[src/rtl/udp_tx_arbiter.sv]
// Packet-granular two-port arbiter merging source streams onto one UDP TX sink.
// Define UDP_TX_ARB_PKTCNT_EN to add per-port completed-packet counters.
module udp_tx_arbiter #(
   parameter int CNT_W = 16
) (
   input  logic             clk,
   input  logic             rst,
   input  logic             s0_valid,
   input  logic             s0_first,
   input  logic             s0_last,
   input  logic [31:0]      s0_payload,
   input  logic [3:0]       s0_last_be,
   output logic             s0_ready,
   input  logic             s1_valid,
   input  logic             s1_first,
   input  logic             s1_last,
   input  logic [31:0]      s1_payload,
   input  logic [3:0]       s1_last_be,
   output logic             s1_ready,
   output logic             m_valid,
   output logic             m_first,
   output logic             m_last,
   output logic [31:0]      m_payload,
   output logic [3:0]       m_last_be,
   input  logic             m_ready
`ifdef UDP_TX_ARB_PKTCNT_EN
   ,
   output logic [CNT_W-1:0] pkt_cnt0,
   output logic [CNT_W-1:0] pkt_cnt1
`endif
);

   typedef enum logic [1:0] {
      IDLE,
      GRANT0,
      GRANT1
   } state_t;

   state_t state;
   logic   last_srv;
   logic   s0_req;
   logic   s1_req;
   logic   done0;
   logic   done1;

   assign s0_req = s0_valid & s0_first;
   assign s1_req = s1_valid & s1_first;
   assign done0  = (state == GRANT0) & s0_valid & m_ready & s0_last;
   assign done1  = (state == GRANT1) & s1_valid & m_ready & s1_last;

   always_ff @(posedge clk or negedge rst) begin
      if (!rst) begin
         state    <= IDLE;
         last_srv <= 1'b1;
      end else begin
         unique case (state)
            IDLE: begin
               if (s0_req && (!s1_req || last_srv)) begin
                  state    <= GRANT0;
                  last_srv <= 1'b0;
               end else if (s1_req) begin
                  state    <= GRANT1;
                  last_srv <= 1'b1;
               end
            end
            GRANT0: if (done0) state <= IDLE;
            GRANT1: if (done1) state <= IDLE;
            default: state <= IDLE;
         endcase
      end
   end

`ifdef UDP_TX_ARB_PKTCNT_EN
   always_ff @(posedge clk or negedge rst) begin
      if (!rst) begin
         pkt_cnt0 <= '0;
         pkt_cnt1 <= '0;
      end else begin
         if (done0) pkt_cnt0 <= pkt_cnt0 + 1'b1;
         if (done1) pkt_cnt1 <= pkt_cnt1 + 1'b1;
      end
   end
`endif

   // Readies are gated by rst so orphan draining stops while reset is held.
   always_comb begin
      m_valid   = 1'b0;
      m_first   = 1'b0;
      m_last    = 1'b0;
      m_payload = '0;
      m_last_be = '0;
      s0_ready  = 1'b0;
      s1_ready  = 1'b0;
      unique case (state)
         IDLE: begin
            s0_ready = rst & s0_valid & ~s0_first;
            s1_ready = rst & s1_valid & ~s1_first;
         end
         GRANT0: begin
            m_valid   = s0_valid;
            m_first   = s0_first;
            m_last    = s0_last;
            m_payload = s0_payload;
            m_last_be = s0_last_be;
            s0_ready  = rst & m_ready;
         end
         GRANT1: begin
            m_valid   = s1_valid;
            m_first   = s1_first;
            m_last    = s1_last;
            m_payload = s1_payload;
            m_last_be = s1_last_be;
            s1_ready  = rst & m_ready;
         end
         default: begin
            m_valid = 1'b0;
         end
      endcase
   end

endmodule

[config.mk]
export PLATFORM = sky130hd
export DESIGN_NAME = udp_tx_arbiter
export DESIGN_NICKNAME = d
export VERILOG_FILES = /design/src/rtl/udp_tx_arbiter.sv
export SDC_FILE = /design/constraint.sdc
export NUM_CORES = 1
export LEC_CHECK = 0
export CAP_MARGIN = 15
export CORE_UTILIZATION = 25
export CTS_CLUSTER_DIAMETER = 200
export CTS_CLUSTER_SIZE = 12
export DETAILED_ROUTE_END_ITERATION = 16
export PLACE_DENSITY_LB_ADDON = 0.1
export SYNTH_ARGS = -nofsm -noshare
export SYNTH_HDL_FRONTEND = slang
export SYNTH_SLANG_ARGS = --single-unit
export TNS_END_PERCENT = 20
[constraint.sdc]
create_clock -name clk -period 2.1 [get_ports clk]
set_clock_uncertainty 0.1 [all_clocks]
set_input_delay 0.21 -clock clk [delete_from_list [all_inputs] [get_ports clk]]
set_output_delay 0.21 -clock clk [all_outputs]
set_load 0.03 [all_outputs]
== Word-level counts from Yosys, hierarchy flattened ==
Index checks and enable logic that the tools add are counted.
Widths: inputs -> output; s select.

* Bits of input ports: 81
* Memory bits (read-only): 0
* Word-level logic and storage cells: 43
* Memories: 0
* Memory bits (writable): 0
* Output and inout port bits: 41
* Bits in registers: 3
* Bits in latches: 0

* Multipliers: 0
* Bitwise logic cells: 15
* $add $sub $neg: 0
* Order comparisons: 0
* Reductions and logical operators: 7
* Multiplexer cells: 14
* Divide/modulo/power cells: 0
* Equality and inequality tests: 5
* Shifts and indexed selects: 0

{| class="wikitable"
|+ Operators with widths
! cell !! count
|-
| $pmux 32 s2 || 1
|-
| $and 1x1->1 || 13
|-
| $pmux 1 s2 || 5
|-
| $mux 2 || 4
|-
| $pmux 4 s2 || 1
|-
| $pmux 2 s3 || 1
|-
| $ne 2x2->1 const B || 2
|-
| $ne 3x3->1 const B || 1
|-
| $reduce_and 3->1 || 1
|-
| $eq 2x1->1 const B || 1
|-
| $eq 2x2->1 const B || 1
|-
| $logic_not 2->1 || 1
|-
| $mux 1 || 2
|-
| $not 1->1 || 2
|-
| $reduce_and 2->1 || 1
|-
| $reduce_bool 2->1 || 1
|-
| $logic_and 1x1->1 || 1
|-
| $logic_not 1->1 || 1
|-
| $logic_or 1x1->1 || 1
|}

== Logic depth before layout (Yosys ltp) ==
* Depth in word-level cells: 6
* Mapped depth: 7
* Depth with buffers taken out: 5

== Worst setup path before layout ==
No wires, ideal clock.

* Path type: flip-flop to output port
* From: reg state[1]
* To: out m_payload[10]
* Buffers on the path: 2
* Path slack: 199 ps
* Arrival time: 1,591 ps
* Cell stages (with the launch flop): 6
* Required time: 1,790 ps
* Cells stage by stage: dfrtp_1 -> inv_1 -> ha_1 -> clkbuf_1 -> clkbuf_1 -> nor2b_1

* Cells in the longest elaborated chain, start to end: 2
* Elaborated cells on any way between the ends: 3
* Classes of those cells: eq/ne (2); mux (1)

{| class="wikitable"
|+ Ends and longest elaborated chain
! item !! line !! RTL
|-
| from (decl) || 39 || <nowiki>state_t state;</nowiki>
|-
| from (signal assigned) || 53 || <nowiki>state <= IDLE;</nowiki>
|-
| from (signal assigned) || 59 || <nowiki>state <= GRANT0;</nowiki>
|-
| from (signal assigned) || 62 || <nowiki>state <= GRANT1;</nowiki>
|-
| $eq 2x2->1 / $eq 2x1->1 (equally long branches) || 94 || <nowiki>unique case (state)</nowiki>
|-
| $pmux 32 s2 * || 94 ||
|-
| to (decl) || 23 || <nowiki>output logic [31:0] m_payload,</nowiki>
|}

Mark *: on every way between the ends. The rest lies on a longest branch, timed or not.

== Final worst setup path ==
* From: reg state[0]
* To: out m_payload[6]

The elaborated chain is that of the path after synthesis.

==> impl_metrics.yaml <==
cts:
  insertion_delay_ps: 240
  clkSinkCount: 3
  clk_pin_slew_worst_paths_ps: 40
  cts_buffer_depth: 2
  cts_setup_buffers: 0
  htree_levels: 1
  cts.root.buffer_cell: "clkbuf_4"
  numCtsBuffers: 3
  cts_resized: 0
  cts-hold-fix-buffers: 0
  cts_tree: "done"
pwr:
  pwr-share-comb_pct: 89.4
  p_clk_share_pct: 5.3
  power.leakage_nw: 0.814
  seqPwrFrac_pct: 5.3
  switching_share_pct: 49.9
  power_density_nw_per_um2: 931
  ir_worst_vdd_uv: 427
  p_switching_uw: 963
  internal_power_uw: 968
run:
  cap_violations: 0
global_route:
  antenna_found_initial: 0
  grt.busiest_layer: "met2"
  met3_usage_pct: 3.36
  grt_use_total_pct: 17.9
  grt_pass1_wl_um: 5140
  grt.overflow.total: 0
  grt_max_degree: 40
  first_global_vias: 1204
  grt_use_met1_pct: 19.7
  groute.layer.met2.usage_pct: 33.9
route:
  drtPass1Iterations: 6
  route.detailed.drc: 0
  drt_iter0_drc: 104
  ant_nets: 0
  wl_per_cell_um: 13.3
  via_count: 1448
  finalWirelength_um: 3820
  vias_per_cell: 5.05
timing:
  max_slew.worst_pin.slew_ps: 356
  setup_viol_count_final: 0
  period_needed_ps: 1960
  maxSlewHeadroom_pct: 76.3
  fmax_ghz: 0.510
  rsz0062_at_grt: "no"
  hold_viol_final: 0
  slew_violations: 0
  tns_ps: 0
  finalCritPeriodShare_pct: 93.4
synth:
  synth_top_family_by_area: "compound AO/OA/AOI/OAI gates"
  synth_edf_count: 0
  synth.top_cell.area_share_pct: 34.0
  yosys_warnings: 0
  synth_area_per_cell_um2: 7.11
  synth_area_leaders: "a22oi_1 34%, nor2b_1 28%, dfrtp_1 5.7%"
  synth-compound-area-share_pct: 41.7
  ys_seq_area_share_pct: 8.65
  synth_commonest_cells: "40 x a22oi_1, 39 x nor2b_1, 8 x buf_2, 6 x nand2_1, 4 x clkbuf_1"
  synth.most_common_cell: "a22oi_1"
  async_reset_ff_share_pct: 100
  syn_nets: 208
  muxShareOfSynthArea_pct: 0
  synthXorXnorAreaFrac_pct: 0
  yosys.area_share.adder_pct: 4.26
  syn_inst: 124
  yosys.area_share.simple_pct: 35.3
  synth_cell_types: 24
  synth_top_area_cell: "a22oi_1"
  synth-seq-cells: 3
  synth-main-ff-cell: "dfrtp_1"
  synthesis.area_um2: 882
critical_path:
  cp.arrival_ps: 1650
  end_kind: "output pin"
  rr_startpoint: "state[0]"
  reg2reg_depth: 5
  r2r-end: "state[0]"
  regToRegSetupSlack_ps: 470
  path_max_fanout: 27
  crit_required_ps: 1790
  cp-start-kind: "register"
  worstSetupPathType: "reg -> out"
place:
  gp_congestion: 0.807
  dp_hpwl_um: 3020
  port-buffer-count: 121
floorplanning:
  initial_core_util_pct: 26.2
  row_count: 21
  core_area_um2: 3360
  die_w_um: 61.4
  die_h_um: 61.4
  ioPinCount: 122
  dieArea_um2: 3770
final_layout:
  drive_gt1_share_pct: 22.4
  diodes: 0
  nNetsFinal: 326
  fin_util_pct: 61.6
  syn_to_final_growth_pct: 135
  fill_cells: 314
run_status:
  status: "complete, no violations"
min_path:
  hold_path.class: "in -> async"
==> critical path, stage by stage, from the launching register on <==
cell,delay [ps]
dfrtp_1,370
inv_1,110
ha_1,180
buf_4,280
a22oi_1,140
nor2b_1,150
buf_4,180
==> logic make-up after synthesis <==
logic type	after synthesis
buffers and inverters	17
adders and majority gates	3
DFF	3
AOI/OAI and AO/OA	49
and+or+nand+nor	52
==> metrics by stage <==
stage | total power [mW] | cell area, um^2 | setup WS (ps) | hold slack [ps] | cells
after floorplan | 1.22 | 882 | 199 | -186 | 124
final | 1.93 | 2070 | 138 | 82.2 | 287
after global routing | 2.07 | 2070 | 39.2 | 93.3 | 287
after detailed placement | 1.83 | 2040 | 326 | 343 | 283
after CTS | 1.94 | 2070 | 63.7 | 89.3 | 287
after global placement | 1.80 | 2040 | 398 | 335 | 283
==> layer usage <==
| metal | routed length, um | vias up |
|---|---|---|
| met2 | 2030 | 101 |
| met4 | 44 | 0 |
| met3 | 435 | 6 |
| met1 | 1310 | 646 |
| met5 | 0 | - |
| li1 | - | 695 |
==> layout by cell type (no fill, tap or decap), types with 2 or more instances in the layout <==
master	n
a22oi_1	40
and2_1	2
buf_12	2
buf_4	44
clkbuf_4	3
clkdlybuf4s50_1	80
dfrtp_1	2
ha_1	2
inv_1	3
nand2_1	6
nor2b_1	39
o21ai_0	2
==> power groups by stage <==
stage	Clock (mW)	Sequential [mW]	Combinational [mW]
finish	0.103	0.102	1.73
global route	0.114	0.106	1.85
CTS	0.107	0.102	1.73
detailed placement	0	0.102	1.73
global placement	0	0.101	1.70
floorplan	0	0.0991	1.12
==> worst max-delay path by stage <==
stage                        start            end  cells past startpoint
after global placement    state[1]   m_last_be[1]                      6
after global routing      state[1]   m_last_be[1]                      6
after detailed placement  state[1]   m_last_be[1]                      6
final                     state[0]   m_payload[6]                      6
after floorplan           state[1]  m_payload[10]                      5
after CTS                 state[1]   m_last_be[1]                      6
==> state kept, by name, indices dropped and copies added (netlist names) <==
register  count
state         2
last_srv      1
==> final cells by class <==
| type | instances | area, um^2 | share of cell area (%) |
|---|---|---|---|
| Timing Repair Buffer | 127 | 1180 | 57.0 |
| Multi-Input combinational cell | 104 | 719 | 34.7 |
| Sequential cell | 3 | 76.3 | 3.68 |
| Clock buffer | 4 | 26.3 | 1.27 |
| Tap cell | 46 | 57.6 | 2.78 |
| Inverter | 3 | 11.3 | 0.543 |
Power figures use the tool's default switching activity.
